`src/rtl/ram_arbiter_if.sv`:
```
// Bundle of requester handshakes and RAM command pins around ram_arbiter.
// slave: the arbiter's view. master: the requesters plus the RAM.
interface ram_arbiter_if #(
    parameter int unsigned AW = 8,
    parameter int unsigned DW = 8
);
    // Port A requester
    logic          a_req;
    logic          a_we;
    logic [AW-1:0] a_addr;
    logic [DW-1:0] a_wdata;
    logic          a_gnt;
    logic          a_rvalid;
    logic          a_oor;
    logic [DW-1:0] a_rdata;

    // Port B requester
    logic          b_req;
    logic          b_we;
    logic [AW-1:0] b_addr;
    logic [DW-1:0] b_wdata;
    logic          b_gnt;
    logic          b_rvalid;
    logic          b_oor;
    logic [DW-1:0] b_rdata;

    logic          busy;

    // RAM pins
    logic          ram_cs;
    logic          ram_read;
    logic          ram_write;
    logic [AW-1:0] ram_address;
    logic [DW-1:0] ram_datawrite;
    logic [DW-1:0] ram_dataread;

    modport slave (
        input  a_req, a_we, a_addr, a_wdata,
        input  b_req, b_we, b_addr, b_wdata,
        input  ram_dataread,
        output a_gnt, a_rvalid, a_oor, a_rdata,
        output b_gnt, b_rvalid, b_oor, b_rdata,
        output busy,
        output ram_cs, ram_read, ram_write, ram_address, ram_datawrite
    );

    modport master (
        output a_req, a_we, a_addr, a_wdata,
        output b_req, b_we, b_addr, b_wdata,
        output ram_dataread,
        input  a_gnt, a_rvalid, a_oor, a_rdata,
        input  b_gnt, b_rvalid, b_oor, b_rdata,
        input  busy,
        input  ram_cs, ram_read, ram_write, ram_address, ram_datawrite
    );
endinterface

```
`src/rtl/ram_arbiter.sv`:
```
// Round-robin two-port arbiter/sequencer in front of a single synchronous RAM.
// Every output is a register; next values are computed from the next state.
module ram_arbiter #(
    parameter int unsigned DEPTH = 32,
    parameter int unsigned AW    = 8,
    parameter int unsigned DW    = 8
) (
    input logic            clk,
    input logic            rst_n,
    ram_arbiter_if.slave   bus_io
);

    typedef enum logic [1:0] {StIdle, StCmd, StResp} state_e;

    state_e        state_q, state_d;
    logic          last_b_q, last_b_d;   // 1: B was granted last
    logic          own_b_q, own_b_d;     // owner of the operation in flight
    logic          we_q, we_d;
    logic          inr_q, inr_d;         // latched address-in-range flag

    logic          a_gnt_q, a_gnt_d, b_gnt_q, b_gnt_d;
    logic          a_oor_q, a_oor_d, b_oor_q, b_oor_d;
    logic          a_rvalid_q, a_rvalid_d, b_rvalid_q, b_rvalid_d;
    logic [DW-1:0] a_rdata_q, a_rdata_d, b_rdata_q, b_rdata_d;
    logic          busy_q, busy_d;
    logic          cs_q, cs_d, rd_q, rd_d, wr_q, wr_d;
    logic [AW-1:0] addr_q, addr_d;
    logic [DW-1:0] wdata_q, wdata_d;

    logic          win_b;
    logic          sel_we;
    logic [AW-1:0] sel_addr;
    logic [DW-1:0] sel_wdata;
    logic          sel_inr;

    // Winner selection: a lone requester wins; on contention the port not granted last wins.
    always_comb begin
        win_b     = bus_io.b_req && (!bus_io.a_req || !last_b_q);
        sel_we    = win_b ? bus_io.b_we    : bus_io.a_we;
        sel_addr  = win_b ? bus_io.b_addr  : bus_io.a_addr;
        sel_wdata = win_b ? bus_io.b_wdata : bus_io.a_wdata;
        sel_inr   = 32'(sel_addr) < DEPTH;
    end

    // Next-state and next-output logic.
    always_comb begin
        state_d    = state_q;
        last_b_d   = last_b_q;
        own_b_d    = own_b_q;
        we_d       = we_q;
        inr_d      = inr_q;
        a_gnt_d    = 1'b0;
        b_gnt_d    = 1'b0;
        a_oor_d    = 1'b0;
        b_oor_d    = 1'b0;
        a_rvalid_d = 1'b0;
        b_rvalid_d = 1'b0;
        a_rdata_d  = a_rdata_q;
        b_rdata_d  = b_rdata_q;
        cs_d       = 1'b0;
        rd_d       = 1'b0;
        wr_d       = 1'b0;
        addr_d     = '0;
        wdata_d    = '0;

        unique case (state_q)
            StIdle: begin
                if (bus_io.a_req || bus_io.b_req) begin
                    state_d  = StCmd;
                    last_b_d = win_b;
                    own_b_d  = win_b;
                    we_d     = sel_we;
                    inr_d    = sel_inr;
                    a_gnt_d  = !win_b;
                    b_gnt_d  = win_b;
                    a_oor_d  = !win_b && !sel_inr;
                    b_oor_d  = win_b && !sel_inr;
                    // Out-of-range commands never reach the RAM.
                    cs_d     = sel_inr;
                    wr_d     = sel_inr && sel_we;
                    rd_d     = sel_inr && !sel_we;
                    addr_d   = sel_addr;
                    wdata_d  = sel_wdata;
                end
            end
            StCmd: begin
                state_d = we_q ? StIdle : StResp;
            end
            StResp: begin
                // RAM registered the word at the end of CMD; capture it now.
                state_d = StIdle;
                if (own_b_q) begin
                    b_rvalid_d = 1'b1;
                    b_rdata_d  = inr_q ? bus_io.ram_dataread : '0;
                end else begin
                    a_rvalid_d = 1'b1;
                    a_rdata_d  = inr_q ? bus_io.ram_dataread : '0;
                end
            end
            default: begin
                state_d = StIdle;
            end
        endcase

        busy_d = (state_d != StIdle);
    end

    // State and output registers; reset clears everything and favours A next.
    always_ff @(posedge clk or negedge rst_n) begin
        if (!rst_n) begin
            state_q    <= StIdle;
            last_b_q   <= 1'b1;
            own_b_q    <= 1'b0;
            we_q       <= 1'b0;
            inr_q      <= 1'b0;
            a_gnt_q    <= 1'b0;
            b_gnt_q    <= 1'b0;
            a_oor_q    <= 1'b0;
            b_oor_q    <= 1'b0;
            a_rvalid_q <= 1'b0;
            b_rvalid_q <= 1'b0;
            a_rdata_q  <= '0;
            b_rdata_q  <= '0;
            busy_q     <= 1'b0;
            cs_q       <= 1'b0;
            rd_q       <= 1'b0;
            wr_q       <= 1'b0;
            addr_q     <= '0;
            wdata_q    <= '0;
        end else begin
            state_q    <= state_d;
            last_b_q   <= last_b_d;
            own_b_q    <= own_b_d;
            we_q       <= we_d;
            inr_q      <= inr_d;
            a_gnt_q    <= a_gnt_d;
            b_gnt_q    <= b_gnt_d;
            a_oor_q    <= a_oor_d;
            b_oor_q    <= b_oor_d;
            a_rvalid_q <= a_rvalid_d;
            b_rvalid_q <= b_rvalid_d;
            a_rdata_q  <= a_rdata_d;
            b_rdata_q  <= b_rdata_d;
            busy_q     <= busy_d;
            cs_q       <= cs_d;
            rd_q       <= rd_d;
            wr_q       <= wr_d;
            addr_q     <= addr_d;
            wdata_q    <= wdata_d;
        end
    end

    // Output drive.
    always_comb begin
        bus_io.a_gnt         = a_gnt_q;
        bus_io.b_gnt         = b_gnt_q;
        bus_io.a_oor         = a_oor_q;
        bus_io.b_oor         = b_oor_q;
        bus_io.a_rvalid      = a_rvalid_q;
        bus_io.b_rvalid      = b_rvalid_q;
        bus_io.a_rdata       = a_rdata_q;
        bus_io.b_rdata       = b_rdata_q;
        bus_io.busy          = busy_q;
        bus_io.ram_cs        = cs_q;
        bus_io.ram_read      = rd_q;
        bus_io.ram_write     = wr_q;
        bus_io.ram_address   = addr_q;
        bus_io.ram_datawrite = wdata_q;
    end

endmodule

```
`src/flat_wrapper.sv`:
```
// flat-port wrapper written by rule: the top's interface ports become plain ports
module ram_arbiter_flat 
#(
    parameter int unsigned DEPTH = 32,
    parameter int unsigned AW    = 8,
    parameter int unsigned DW    = 8
)
  (clk, rst_n, bus_io_a_req, bus_io_a_we, bus_io_a_addr, bus_io_a_wdata, bus_io_b_req, bus_io_b_we, bus_io_b_addr, bus_io_b_wdata, bus_io_ram_dataread, bus_io_a_gnt, bus_io_a_rvalid, bus_io_a_oor, bus_io_a_rdata, bus_io_b_gnt, bus_io_b_rvalid, bus_io_b_oor, bus_io_b_rdata, bus_io_busy, bus_io_ram_cs, bus_io_ram_read, bus_io_ram_write, bus_io_ram_address, bus_io_ram_datawrite);
  ram_arbiter_if #(.AW(AW), .DW(DW)) bus_io_i ();
  input logic clk;
  input logic rst_n;
  input wire logic [$bits(bus_io_i.a_req)-1:0] bus_io_a_req;
  input wire logic [$bits(bus_io_i.a_we)-1:0] bus_io_a_we;
  input wire logic [$bits(bus_io_i.a_addr)-1:0] bus_io_a_addr;
  input wire logic [$bits(bus_io_i.a_wdata)-1:0] bus_io_a_wdata;
  input wire logic [$bits(bus_io_i.b_req)-1:0] bus_io_b_req;
  input wire logic [$bits(bus_io_i.b_we)-1:0] bus_io_b_we;
  input wire logic [$bits(bus_io_i.b_addr)-1:0] bus_io_b_addr;
  input wire logic [$bits(bus_io_i.b_wdata)-1:0] bus_io_b_wdata;
  input wire logic [$bits(bus_io_i.ram_dataread)-1:0] bus_io_ram_dataread;
  output wire logic [$bits(bus_io_i.a_gnt)-1:0] bus_io_a_gnt;
  output wire logic [$bits(bus_io_i.a_rvalid)-1:0] bus_io_a_rvalid;
  output wire logic [$bits(bus_io_i.a_oor)-1:0] bus_io_a_oor;
  output wire logic [$bits(bus_io_i.a_rdata)-1:0] bus_io_a_rdata;
  output wire logic [$bits(bus_io_i.b_gnt)-1:0] bus_io_b_gnt;
  output wire logic [$bits(bus_io_i.b_rvalid)-1:0] bus_io_b_rvalid;
  output wire logic [$bits(bus_io_i.b_oor)-1:0] bus_io_b_oor;
  output wire logic [$bits(bus_io_i.b_rdata)-1:0] bus_io_b_rdata;
  output wire logic [$bits(bus_io_i.busy)-1:0] bus_io_busy;
  output wire logic [$bits(bus_io_i.ram_cs)-1:0] bus_io_ram_cs;
  output wire logic [$bits(bus_io_i.ram_read)-1:0] bus_io_ram_read;
  output wire logic [$bits(bus_io_i.ram_write)-1:0] bus_io_ram_write;
  output wire logic [$bits(bus_io_i.ram_address)-1:0] bus_io_ram_address;
  output wire logic [$bits(bus_io_i.ram_datawrite)-1:0] bus_io_ram_datawrite;
  assign bus_io_i.a_req = bus_io_a_req;
  assign bus_io_i.a_we = bus_io_a_we;
  assign bus_io_i.a_addr = bus_io_a_addr;
  assign bus_io_i.a_wdata = bus_io_a_wdata;
  assign bus_io_i.b_req = bus_io_b_req;
  assign bus_io_i.b_we = bus_io_b_we;
  assign bus_io_i.b_addr = bus_io_b_addr;
  assign bus_io_i.b_wdata = bus_io_b_wdata;
  assign bus_io_i.ram_dataread = bus_io_ram_dataread;
  assign bus_io_a_gnt = bus_io_i.a_gnt;
  assign bus_io_a_rvalid = bus_io_i.a_rvalid;
  assign bus_io_a_oor = bus_io_i.a_oor;
  assign bus_io_a_rdata = bus_io_i.a_rdata;
  assign bus_io_b_gnt = bus_io_i.b_gnt;
  assign bus_io_b_rvalid = bus_io_i.b_rvalid;
  assign bus_io_b_oor = bus_io_i.b_oor;
  assign bus_io_b_rdata = bus_io_i.b_rdata;
  assign bus_io_busy = bus_io_i.busy;
  assign bus_io_ram_cs = bus_io_i.ram_cs;
  assign bus_io_ram_read = bus_io_i.ram_read;
  assign bus_io_ram_write = bus_io_i.ram_write;
  assign bus_io_ram_address = bus_io_i.ram_address;
  assign bus_io_ram_datawrite = bus_io_i.ram_datawrite;
  ram_arbiter #(.DEPTH(DEPTH), .AW(AW), .DW(DW)) u_core (.clk(clk), .rst_n(rst_n), .bus_io(bus_io_i));
endmodule
```
`config.mk`:
```
export PLATFORM = sky130hd
export DESIGN_NAME = ram_arbiter_flat
export DESIGN_NICKNAME = d
export VERILOG_FILES = /design/src/rtl/ram_arbiter_if.sv /design/src/rtl/ram_arbiter.sv /design/src/flat_wrapper.sv
export SDC_FILE = /design/constraint.sdc
export NUM_CORES = 1
export LEC_CHECK = 0
export CAP_MARGIN = 30
export CORE_MARGIN = 2
export CORE_UTILIZATION = 43
export CTS_CLUSTER_DIAMETER = 60
export DETAILED_ROUTE_END_ITERATION = 12
export GPL_ROUTABILITY_DRIVEN = 0
export PLACE_DENSITY = 0.89
export SKIP_CTS_REPAIR_TIMING = 1
export SLEW_MARGIN = 0
export SYNTH_ARGS = -nofsm -noshare
export SYNTH_HDL_FRONTEND = slang
export SYNTH_SLANG_ARGS = --single-unit
```
`constraint.sdc`:
```
create_clock -name clk -period 2.25 [get_ports clk]
set_input_delay 0.225 -clock clk [delete_from_list [all_inputs] [get_ports clk]]
set_output_delay 0.225 -clock clk [all_outputs]
set_load 0.02 [all_outputs]
```
# Yosys cells after proc, flatten, opt, wreduce, memory -nomap -nowiden
# Index checks and enable logic that the tools add are counted.
dict set report totals {
  regBits 48
  latch_bits 0
  mem_bits_rw 0
  mem_bits_ro 0
  input_bits 46
  output_inout_bits 42
  mem_count 0
}
dict set report classes {
  addsub 0
  multipliers 0
  div_mod_pow 0
  order_cmp 1
  eq_ne 2
  shift 0
  mux 29
  bitwise 1
  reduce_logical 17
}
# op count
set ops {}
lappend ops {{$mux 8} 7}
lappend ops {{$mux 1} 19}
lappend ops {{$lt 8x6->1 const B} 1}
lappend ops {{$reduce_and 2->1} 3}
lappend ops {{$logic_and 1x1->1} 5}
lappend ops {{$logic_not 1->1} 5}
lappend ops {{$mux 2} 2}
lappend ops {{$pmux 2 s2} 1}
lappend ops {{$eq 2x1->1 const B} 1}
lappend ops {{$eq 2x2->1 const B} 1}
lappend ops {{$logic_not 2->1} 1}
lappend ops {{$logic_or 1x1->1} 2}
lappend ops {{$reduce_bool 2->1} 1}
lappend ops {{$not 1->1} 1}

# Longest topological paths before layout
# Gate-level depths: netlist of run 1.
dict set report depth {
  depth_word 9
  ltp_mapped 5
  depth_no_buf 3
}

# Worst setup path after synthesis of run 1
# Ideal clock, no wire load.
dict set report synth_timing {
  path_kind {reg-to-reg}
  start {register u_core.last_b_q}
  end {register u_core.we_q}
  arrival_time_ns 1.227
  required_ns 2.125
  slack_ns 0.898
  stages_incl_launch_ff 4
  n_path_buf 0
  period_less_slack_ns 1.352
  path_cell_list {dfstp_2 -> a21bo_2 -> mux2_1 -> mux2_2}
}
dict set report synth_between {
  elab_chain_len 4
}
# item line
set synth_rtl {}
lappend synth_rtl {{from (decl)} ram_arbiter.sv:16} ;# logic last_b_q, last_b_d;
lappend synth_rtl {{from (signal assigned)} ram_arbiter.sv:132} ;# last_b_q <= last_b_d;
lappend synth_rtl {{$logic_not 1->1} ram_arbiter.sv:38} ;# win_b = bus_io.b_req && (!bus_io.a_req || !last_b_q);
lappend synth_rtl {{$logic_or 1x1->1} ram_arbiter.sv:38}
lappend synth_rtl {{$logic_and 1x1->1} ram_arbiter.sv:38}
lappend synth_rtl {{$mux 1} ram_arbiter.sv:39} ;# sel_we = win_b ? bus_io.b_we : bus_io.a_we;
lappend synth_rtl {{to (signal assigned)} ram_arbiter.sv:134} ;# we_q <= we_d;
lappend synth_rtl {{to (decl)} ram_arbiter.sv:18} ;# logic we_q, we_d;
# No other way between the ends.
# A chain may end at the register's enable or synchronous reset.

# Final worst setup path of run 1
dict set report layout_timing {
  start {register u_core.state_q[1]}
  end {register u_core.a_oor_q, in the netlist u_core.bus_io.a_oor}
}
dict set report layout_between {
  elab_chain_len 2
}
# item line
set layout_rtl {}
lappend layout_rtl {{from (decl)} ram_arbiter.sv:15} ;# state_e state_q, state_d;
lappend layout_rtl {{from (signal assigned)} ram_arbiter.sv:111} ;# state_q <= StIdle;
lappend layout_rtl {{from (signal assigned)} ram_arbiter.sv:131} ;# state_q <= state_d;
lappend layout_rtl {{$logic_not 2->1} ram_arbiter.sv:66} ;# unique case (state_q)
lappend layout_rtl {{$mux 1} ram_arbiter.sv:66}
lappend layout_rtl {{via u_core.a_oor_d} ram_arbiter.sv:22} ;# logic a_oor_q, a_oor_d, b_oor_q, b_oor_d;
lappend layout_rtl {{to (signal assigned)} ram_arbiter.sv:138} ;# a_oor_q <= a_oor_d;
lappend layout_rtl {{to (decl)} ram_arbiter.sv:22}
# The timed path passes the listed nets, and every way through them passes these cells.

==> results.tsv, run 1 <==
stage	metric	value	unit
status	status	finished clean	
setup_path	crit_path_cell_trace	nor2_1 -> nand2_1 -> buf_4 -> nor3_1	
timing	max_freq	648	MHz
synth	edff_count_synth	0	
setup_path	worst-r2r-cell-count	4	
timing	skew	0.00246	ns
timing	hold_viol	0	
power_and_ir_drop	power-per-cell-area	1210	mW/mm2
cells_and_area	layout.nets	315	
global_route	met3_global_route_usage	9.01	%
global_route	antenna_found_initial	0	
global_route	vias_in_the_first_global_route	1636	
synth	net_count_synth	226	
route	drt_iter0_markers	94	
setup_path	worstSetupStartpoint	u_core.state_q[1]	
synth	syn_inst	180	
global_route	global_route_wire_length_before_repair	7210	um
floorplanning	io_pins	88	
synth	mappedNetlistArea	0.00184	mm2
global_route	global_route.usage.met1	21.9	%
clocking	clock-root-buffer	sky130_fd_sc_hd__clkbuf_8	
floorplanning	dieWidth	69.5	um
hold_path	hold_class	in2async	
floorplanning	rows	23	
cells_and_area	area.sequential	0.00120	mm2
place	placed_cells_incl_taps	311	
synth	synth-seq-area-share	65.2	%
synth	synth_seq_cells	48	
cells_and_area	drive_above_1_share	6.69	%
clocking	clock_latency	0.29	ns
timing	final-setup-viol-count	0	
cells_and_area	inserted_diodes	0	
synth	dominantRegCellSynth	sky130_fd_sc_hd__dfrtp_1	
synth	synth.yosys.warnings	0	
clocking	numClockSinks	48	
timing	relSlewSlack	62.6	%
global_route	globalRouteOverflowTotal	0	
timing	report.final.slew_viol_count	0	
route	avgRoutedWirePerCell	13.2	um
clocking	tritoncts	done	
setup_path	cp-end-kind	register	
clocking	clock_tree.htree_level_count	2	
synth	avgSynthCellArea	10.2	um2
timing	rsz0062_at_grt	no	
timing	share_of_the_cycle_needed_by_the_critical_path_after_routing	68.6	%
floorplanning	dieArea	0.00483	mm2
power_and_ir_drop	p_leak	0.00127	uW
cells_and_area	layoutNonFillerInstCount	319	
route	final_wirelength	4220	um
synth	synthArstFlopShare	100	%
floorplanning	coreArea	0.00406	mm2
setup_path	worstReg2RegStart	u_core.state_q[1]	
flow_run	drv.max_cap_violation_count	0	
cells_and_area	num-fill-cells	320	
setup_path	path_max_fanout	17	
global_route	maximum_number_of_pins_on_one_net_before_global_route_repair	34	
setup_path	crit_path_max_incr_delay	0.43	ns
route	routed_via_density	5.04	
route	firstDrtPassIters	4	
global_route	use_met2	31.3	%
power_and_ir_drop	irDropWorstVdd	0.550	mV
clocking	cts.path.max_buffers	2	
setup_path	setup.worst_path.class	reg2reg	
setup_path	timing.rr.end	u_core.bus_io.a_oor	
global_route	groute.usage.overall	18.7	%
floorplanning	die_height	69.5	um
place	detailedPlacementHpwl	3120	um
floorplanning	initial_utilization	45.4	%
setup_path	reg_to_reg_setup_timing_slack	0.71	ns
setup_path	critical_path.endpoint	u_core.bus_io.a_oor	
cells_and_area	area_growth_syn_to_layout	54.7	%
timing	final.min_clock_period	1.54	ns
clocking	clkSlewWorstSetupHoldPaths	0.08	ns
clocking	cts-buffers-inserted	5	
route	drcViolationCount	0	
route	drtAntennaViolNets	0	
global_route	grt_most_used_layer	met2	
synth	synthDistinctLibCells	29	
setup_path	worst-endpoint-arrival	1.76	ns
timing	fin_tns_setup	0	ns
route	detailroute.via_count	1608	
setup_path	cp_slowest_cell	sky130_fd_sc_hd__dfrtp_1	
cells_and_area	multi_input_area	572	um2
timing	timing_worst_slew_pin_value	0.561	ns
setup_path	crit_path_start_kind	register	
place	io_buffer_count	87	
setup_path	cp_required	2.47	ns
area by class of cell:
type	instances	area share, %
clock buffers	7	3.38
multi-input cells	119	20.1
inverters	3	0.395
flip-flops and latches	48	42.2
well taps	50	2.19
repair buffers	92	31.8
Yosys cell counts (2+ instances only):
library cell | count | share of area [%]
sky130_fd_sc_hd__buf_2 | 4 | 1.1
sky130_fd_sc_hd__nor2_1 | 2 | 0.41
sky130_fd_sc_hd__nand3_1 | 2 | 0.54
sky130_fd_sc_hd__nand3b_1 | 3 | 1.2
sky130_fd_sc_hd__o21ai_0 | 8 | 2.2
sky130_fd_sc_hd__nand2_1 | 59 | 12
sky130_fd_sc_hd__nor3_1 | 4 | 1.1
sky130_fd_sc_hd__clkbuf_1 | 3 | 0.61
sky130_fd_sc_hd__inv_1 | 3 | 0.61
sky130_fd_sc_hd__dfrtp_1 | 47 | 64
sky130_fd_sc_hd__a21oi_1 | 21 | 5.7
sky130_fd_sc_hd__o21ai_1 | 7 | 1.9
where the power goes:
part | internal, uW | switching, uW
Clock | 274 | 261
Combinational | 718 | 818
Sequential | 1190 | 177
worst min path at each step:
stage,endpoint,slack [ns],cells past startpoint
2_1_floorplan,u_core.bus_io.a_gnt,-0.07,0
3_3_place_gp,u_core.bus_io.busy,0.14,1
3_5_place_dp,u_core.bus_io.busy,0.15,1
4_1_cts,u_core.bus_io.ram_datawrite[1],-0.17,1
5_1_grt,u_core.bus_io.ram_datawrite[2],0.42,2
6_report,u_core.bus_io.ram_datawrite[2],0.39,2
state kept, by name, summed over array words and instances, names as in the netlist, 2 cells and up:
register	count
u_core.bus_io.ram_datawrite	8
u_core.bus_io.a_rdata	8
u_core.bus_io.b_rdata	8
u_core.state_q	2
u_core.bus_io.ram_address	8
kinds of logic after synthesis:
family	synth area share, %
buf+inv	3.94
simple gates	17.2
compound gates	12.4
mux	1.22
flops	65.2
per-stage QoR:
stage          utilization (%)  cell area, um2  worst slack (ns)  total power [uW]  hold WS, ns
4_1_cts                   70.0            2840             0.703              3480       -0.168
3_3_place_gp              67.6            2740             0.490              2890        0.141
3_5_place_dp              67.6            2740             0.430              2940        0.150
6_report                  70.2            2850             0.706              3440        0.393
2_1_floorplan                -            1840             0.898              2180      -0.0706
5_1_grt                   70.2            2850             0.583              3660        0.423
critical path, delay by kind of cell (launching register included):
family	cells	cell delay [ns]
flip-flops	1	0.43
buffers and inverters	1	0.28
AND/OR/NAND/NOR	3	0.75
per-layer routing:
metal | share of wire, % | vias to the layer above | wire length, um
met5 | 0 | - | 0
met3 | 12 | 2 | 493
li1 | - | 771 | -
met1 | 40 | 760 | 1680
met2 | 48 | 75 | 2040
met4 | 0.21 | 0 | 9
layout by cell type, fill, tap and decap left out, types with 2 or more instances in the layout:
master,instances
sky130_fd_sc_hd__nor2_1,2
sky130_fd_sc_hd__o21ai_1,7
sky130_fd_sc_hd__clkdlybuf4s50_1,86
sky130_fd_sc_hd__nand2_1,59
sky130_fd_sc_hd__clkbuf_8,7
sky130_fd_sc_hd__o21ai_0,8
sky130_fd_sc_hd__dfrtp_1,47
sky130_fd_sc_hd__nand3b_1,3
sky130_fd_sc_hd__nand3_1,2
sky130_fd_sc_hd__nor3_1,4
sky130_fd_sc_hd__a21oi_1,21
sky130_fd_sc_hd__inv_1,3
sky130_fd_sc_hd__buf_4,4
No activity file was read; power rests on OpenSTA's default activity.
==> run 2, diff against run 1 <==
- CORE_UTILIZATION: 43 -> 36
- PLACE_DENSITY: 0.89 -> 0.8
- clock period: 2.25 -> 1.3 ns (I/O delays scaled with it)
==> results.tsv, run 2 (synthesis gave the netlist of run 1 again) <==
stage	metric	value	unit
floorplanning	initial_utilization	36.8	%
place	postPlaceCellArea	0.00287	mm2
power_and_ir_drop	share_clk_of_total_power	17.1	%
route	avgRoutedWirePerCell	12.9	um
floorplanning	coreArea	0.00501	mm2
route	drtAntennaViolNets	0	
route	final_wirelength	4530	um
setup_path	worst-endpoint-arrival	1.54	ns
place	io_buffer_count	87	
timing	rsz0062_at_grt	yes	
cells_and_area	final_cell_mix	59 x sky130_fd_sc_hd__nand2_1, 45 x sky130_fd_sc_hd__dfrtp_1, 44 x sky130_fd_sc_hd__clkdlybuf4s50_1, 42 x sky130_fd_sc_hd__dlymetal6s2s_1, 21 x sky130_fd_sc_hd__a21oi_1	
power_and_ir_drop	internal_power	3940	uW
timing	report.final.slew_viol_count	0	
clocking	clock-root-buffer	sky130_fd_sc_hd__clkbuf_8	
cells_and_area	layout_commonest_cell	sky130_fd_sc_hd__nand2_1	
setup_path	setup.worst_path.class	reg2reg	
setup_path	cp_top_family	multiplexers	
setup_path	path_max_fanout	2	
timing	timing_worst_slew_pin_value	0.389	ns
floorplanning	dieWidth	75.6	um
clocking	clock_latency	0.30	ns
cells_and_area	area_growth_syn_to_layout	69.7	%
global_route	maximum_number_of_pins_on_one_net_before_global_route_repair	24	
power_and_ir_drop	power-per-cell-area	1980	mW/mm2
global_route	antenna_found_initial	0	
power_and_ir_drop	irDropWorstVdd	0.873	mV
floorplanning	die_height	75.6	um
global_route	global_route_wire_length_before_repair	6990	um
cells_and_area	num-fill-cells	448	
setup_path	crit_path_start_kind	register	
timing	worst_case_setup_margin_in_the_final_layout	-0.0589	ns
setup_path	crit_path_max_incr_delay	0.54	ns
place	placed_cells_incl_taps	340	
setup_path	cp-end-kind	register	
floorplanning	dieArea	0.00571	mm2
setup_path	cp_slowest_cell	sky130_fd_sc_hd__dfstp_2	
clocking	tritoncts	done	
power_and_ir_drop	p_leak	0.00198	uW
global_route	vias_in_the_first_global_route	1580	
cells_and_area	area.sequential	0.00120	mm2
status	failing_checks	setup timing	
route	detailroute.via_count	1633	
route	drt_iter0_markers	69	
setup_path	cp_required	1.48	ns
timing	final.hold.worst_slack	0.296	ns
global_route	globalRouteOverflowTotal	0	
setup_path	crit_path_cell_trace	a21bo_4 -> mux2_4 -> mux2_2	
flow_run	drv.max_cap_violation_count	0	
clocking	cts-buffers-inserted	5	
cells_and_area	layout.nets	325	
timing	hold_viol	0	
power_and_ir_drop	pwr-share-comb	44.9	%
cells_and_area	drive_above_1_share	11.8	%
timing	max_freq	736	MHz
hold_path	hold_class	in2async	
power_and_ir_drop	p_seq_share	38.1	%
cells_and_area	layoutNonFillerInstCount	350	
floorplanning	io_pins	88	
global_route	groute.usage.overall	16.5	%
clocking	cts.path.max_buffers	2	
cells_and_area	inserted_diodes	0	
status	status	complete, but fails checks	
route	firstDrtPassIters	4	
timing	skew	0.00917	ns
timing	share_of_the_cycle_needed_by_the_critical_path_after_routing	105	%
route	drcViolationCount	0	
clocking	clock_tree.htree_level_count	2	
timing	final-setup-viol-count	1	
setup_path	crit_buf_inv	0	
clocking	clkSlewWorstSetupHoldPaths	0.09	ns
timing	fin_tns_setup	-0.0589	ns
power_and_ir_drop	total_switching_power	2250	uW
place	detailedPlacementHpwl	3190	um
timing	final.min_clock_period	1.36	ns
setup_path	reg_to_reg_setup_timing_slack	-0.06	ns
timing	relSlewSlack	74.1	%
cells_and_area	multi_input_area	584	um2
floorplanning	rows	26	
cells_and_area	fin_area	0.00313	mm2
power_and_ir_drop	power_switching_share	36.4	%
clocking	numClockSinks	48	
route	routed_via_density	4.67	
[run 2: cell count changes in the layout (fill, tap and decap cells not counted), moves of 2 or more]
| cell | delta |
|---|---|
| sky130_fd_sc_hd__clkbuf_8 | -2 |
| sky130_fd_sc_hd__buf_12 | +3 |
| sky130_fd_sc_hd__clkdlybuf4s50_1 | -42 |
| sky130_fd_sc_hd__dfrtp_2 | +2 |
| sky130_fd_sc_hd__dlymetal6s2s_1 | +42 |
| sky130_fd_sc_hd__dfrtp_1 | -2 |
| sky130_fd_sc_hd__buf_4 | +6 |
[run 2: area by class of cell]
cell class | count | share of cell area [%]
clock inverters | 3 | 1.36
flip-flops and latches | 48 | 38.5
multi-input cells | 119 | 18.7
clock buffers | 5 | 2.20
inverters | 3 | 0.360
repair buffers | 102 | 36.1
well taps | 70 | 2.80
[run 2: metal layers]
| layer | GRT usage [%] | share of wire [%] | routed length (um) | up-vias |
|---|---|---|---|---|
| met3 | 6.48 | 8.2 | 371 | 9 |
| li1 | - | - | - | 791 |
| met1 | 18.7 | 42 | 1900 | 765 |
| met2 | 28.4 | 48 | 2180 | 68 |
| met5 | 0 | 0 | 0 | - |
| met4 | 5.85 | 1.6 | 74 | 0 |
[run 2: through the flow]
| stage | worst slack, ns | total power (uW) | utilization (%) |
|---|---|---|---|
| 6_report | -0.0589 | 6200 | 62.4 |
| 3_5_place_dp | -0.266 | 5230 | 57.3 |
| 3_3_place_gp | -0.233 | 5150 | 57.3 |
| 2_1_floorplan | -0.0195 | 3780 | - |
| 4_1_cts | -0.131 | 6300 | 59.5 |
| 5_1_grt | -0.0857 | 6610 | 62.4 |
[run 2: path summary, 6_finish.rpt]
check / start / endpoint / cells after the start
hold reg to reg: u_core.we_q / u_core.state_q[1] / 1
min in group clk: bus_io_b_wdata[0] / u_core.bus_io.ram_datawrite[0] / 3
max in group asynchronous: rst_n / u_core.bus_io.ram_address[3] / 3
hold / removal: rst_n / u_core.bus_io.b_rdata[4] / 2
setup / recovery: u_core.last_b_q / u_core.we_q / 3
setup reg to reg: u_core.last_b_q / u_core.we_q / 3
[run 2: power by group through the flow]
stage	logic (uW)	clock network [uW]	registers (uW)
after floorplan	833	0	2950
after global placement	2770	0	2380
after detailed placement	2830	0	2400
final	2780	1060	2360
after global routing	3040	1150	2420
after CTS	2840	1090	2370
==> run 3, diff against run 2 <==
- CORE_UTILIZATION: 36 -> 40
- PLACE_DENSITY: 0.8 -> 0.84
- clock period: 1.3 -> 1.5 ns (I/O delays scaled with it)
==> results.tsv, run 3 (synthesis gave the netlist of run 1 again) <==
stage	metric	value	unit
status	status	finished clean	
timing	final-setup-viol-count	0	
global_route	vias_in_the_first_global_route	1569	
setup_path	worstReg2RegStart	u_core.last_b_q	
floorplanning	dieArea	0.00517	mm2
setup_path	timing.rr.end	u_core.we_q	
timing	final.hold.worst_slack	0.323	ns
place	detailedPlace.worstSlack	-0.0723	ns
power_and_ir_drop	total_switching_power	1940	uW
power_and_ir_drop	p_seq_share	37.7	%
global_route	maximum_number_of_pins_on_one_net_before_global_route_repair	31	
setup_path	crit_path_max_incr_delay	0.61	ns
route	final_wirelength	4360	um
setup_path	crit_buf_inv	1	
floorplanning	rows	24	
global_route	global_route_wire_length_before_repair	7130	um
cells_and_area	layout_commonest_cell	sky130_fd_sc_hd__clkdlybuf4s50_1	
clocking	cts-buffers-inserted	5	
place	detailedPlacementHpwl	3280	um
cells_and_area	layoutNonFillerInstCount	333	
route	drtAntennaViolNets	0	
power_and_ir_drop	power_switching_share	35.8	%
setup_path	path_max_fanout	2	
cells_and_area	final_cell_mix	86 x sky130_fd_sc_hd__clkdlybuf4s50_1, 59 x sky130_fd_sc_hd__nand2_1, 47 x sky130_fd_sc_hd__dfrtp_1, 21 x sky130_fd_sc_hd__a21oi_1, 13 x sky130_fd_sc_hd__buf_4	
timing	final.min_clock_period	1.43	ns
clocking	clkSlewWorstSetupHoldPaths	0.09	ns
cells_and_area	area_growth_syn_to_layout	61.4	%
setup_path	reg_to_reg_setup_timing_slack	0.10	ns
power_and_ir_drop	p_leak	0.00134	uW
clocking	clock_tree.htree_level_count	2	
cells_and_area	inserted_diodes	0	
flow_run	drv.max_cap_violation_count	0	
power_and_ir_drop	share_clk_of_total_power	16.7	%
timing	timing_worst_slew_pin_value	0.438	ns
timing	share_of_the_cycle_needed_by_the_critical_path_after_routing	95.1	%
place	placed_cells_incl_taps	323	
route	avgRoutedWirePerCell	13.1	um
route	drcViolationCount	0	
power_and_ir_drop	power-per-cell-area	1820	mW/mm2
route	routed_via_density	4.90	
floorplanning	dieWidth	71.9	um
route	firstDrtPassIters	4	
setup_path	cp_top_family	buffers and inverters	
cells_and_area	drive_above_1_share	10.7	%
place	io_buffer_count	87	
hold_path	hold_class	in2async	
timing	skew	0.00512	ns
setup_path	crit_path_cell_trace	clkdlybuf4s50_1	
timing	max_freq	701	MHz
power_and_ir_drop	pwr-share-comb	45.5	%
power_and_ir_drop	irDropWorstVdd	0.876	mV
global_route	globalRouteOverflowTotal	0	
clocking	cts.path.max_buffers	2	
setup_path	crit_path_start_kind	register	
clocking	tritoncts	done	
timing	hold_viol	0	
global_route	antenna_found_initial	0	
setup_path	worst-r2r-cell-count	3	
floorplanning	coreArea	0.00438	mm2
floorplanning	io_pins	88	
timing	rsz0062_at_grt	no	
clocking	numClockSinks	48	
floorplanning	die_height	71.9	um
route	drt_iter0_markers	50	
power_and_ir_drop	post-layout-total-power	5410	uW
setup_path	setup.worst_path.class	reg2out	
route	detailroute.via_count	1631	
setup_path	cp_slowest_cell	sky130_fd_sc_hd__clkdlybuf4s50_1	
setup_path	cp_required	1.35	ns
clocking	clock-root-buffer	sky130_fd_sc_hd__clkbuf_8	
floorplanning	initial_utilization	42.0	%
timing	report.final.slew_viol_count	0	
setup_path	cp-end-kind	output pin	
timing	worst_case_setup_margin_in_the_final_layout	0.0738	ns
setup_path	worst-endpoint-arrival	1.28	ns
power_and_ir_drop	internal_power	3480	uW
cells_and_area	layout.nets	326	
global_route	groute.usage.overall	17.8	%
clocking	clock_latency	0.29	ns
timing	relSlewSlack	70.8	%
[run 3: cell count changes in the layout (fill, tap and decap cells not counted), sizes merged]
cell and change:
buf +1, clkdlybuf4s50 +42, dlymetal6s2s -42
[run 3: power by group through the flow]
| stage | Combinational, uW | Sequential [uW] | Clock, uW |
|---|---|---|---|
| 6_report | 2470 | 2040 | 905 |
| 5_1_grt | 2670 | 2100 | 997 |
| 4_1_cts | 2490 | 2050 | 933 |
| 3_5_place_dp | 2490 | 2070 | 0 |
| 3_3_place_gp | 2430 | 2040 | 0 |
| 2_1_floorplan | 714 | 2550 | 0 |
[run 3: how the worst max path moves through the flow]
stage	cells after the start	to	from	slack, ns
final	1	bus_io_b_rdata[2]	u_core.bus_io.b_rdata[2]	0.07
after global routing	1	bus_io_b_rdata[1]	u_core.bus_io.b_rdata[1]	0.03
after CTS	1	bus_io_a_rdata[7]	u_core.bus_io.a_rdata[7]	0.06
after detailed placement	4	u_core.we_q	bus_io_b_req	-0.07
after global placement	4	u_core.we_q	bus_io_b_req	-0.06
after floorplan	3	u_core.we_q	u_core.last_b_q	0.15
[run 3: final cells by class]
cell class / instances / area (um2)
Sequential cell: 48 / 1200
Fill cell: 359 / 1410
Timing Repair Buffer: 103 / 1010
Inverter: 3 / 11.3
Tap cell: 52 / 65.1
Clock buffer: 5 / 68.8
Clock inverter: 3 / 42.5
Multi-Input combinational cell: 119 / 572
[run 3: metrics by stage]
stage / instance area, um2 / setup TNS, ns / util, %
floorplan: 1840 / 0 / -
global placement: 2850 / -0.0581 / 64.9
detailed placement: 2850 / -0.0996 / 64.9
CTS: 2960 / 0 / 67.5
global route: 2980 / 0 / 67.9
finish: 2980 / 0 / 67.9
[run 3: worst reg2reg max path: stages (launching register included)]
cell and delay, ns:
sky130_fd_sc_hd__dfstp_2 0.57, sky130_fd_sc_hd__a21bo_2 0.15, sky130_fd_sc_hd__mux2_1 0.31, sky130_fd_sc_hd__mux2_2 0.26
[run 3: per-layer routing]
metal	vias to the layer above	wire (um)	global-route usage [%]
met5	-	0	0
met4	0	43	5.03
met3	6	373	5.77
met2	64	2210	31.1
met1	771	1730	21.2
li1	790	-	-
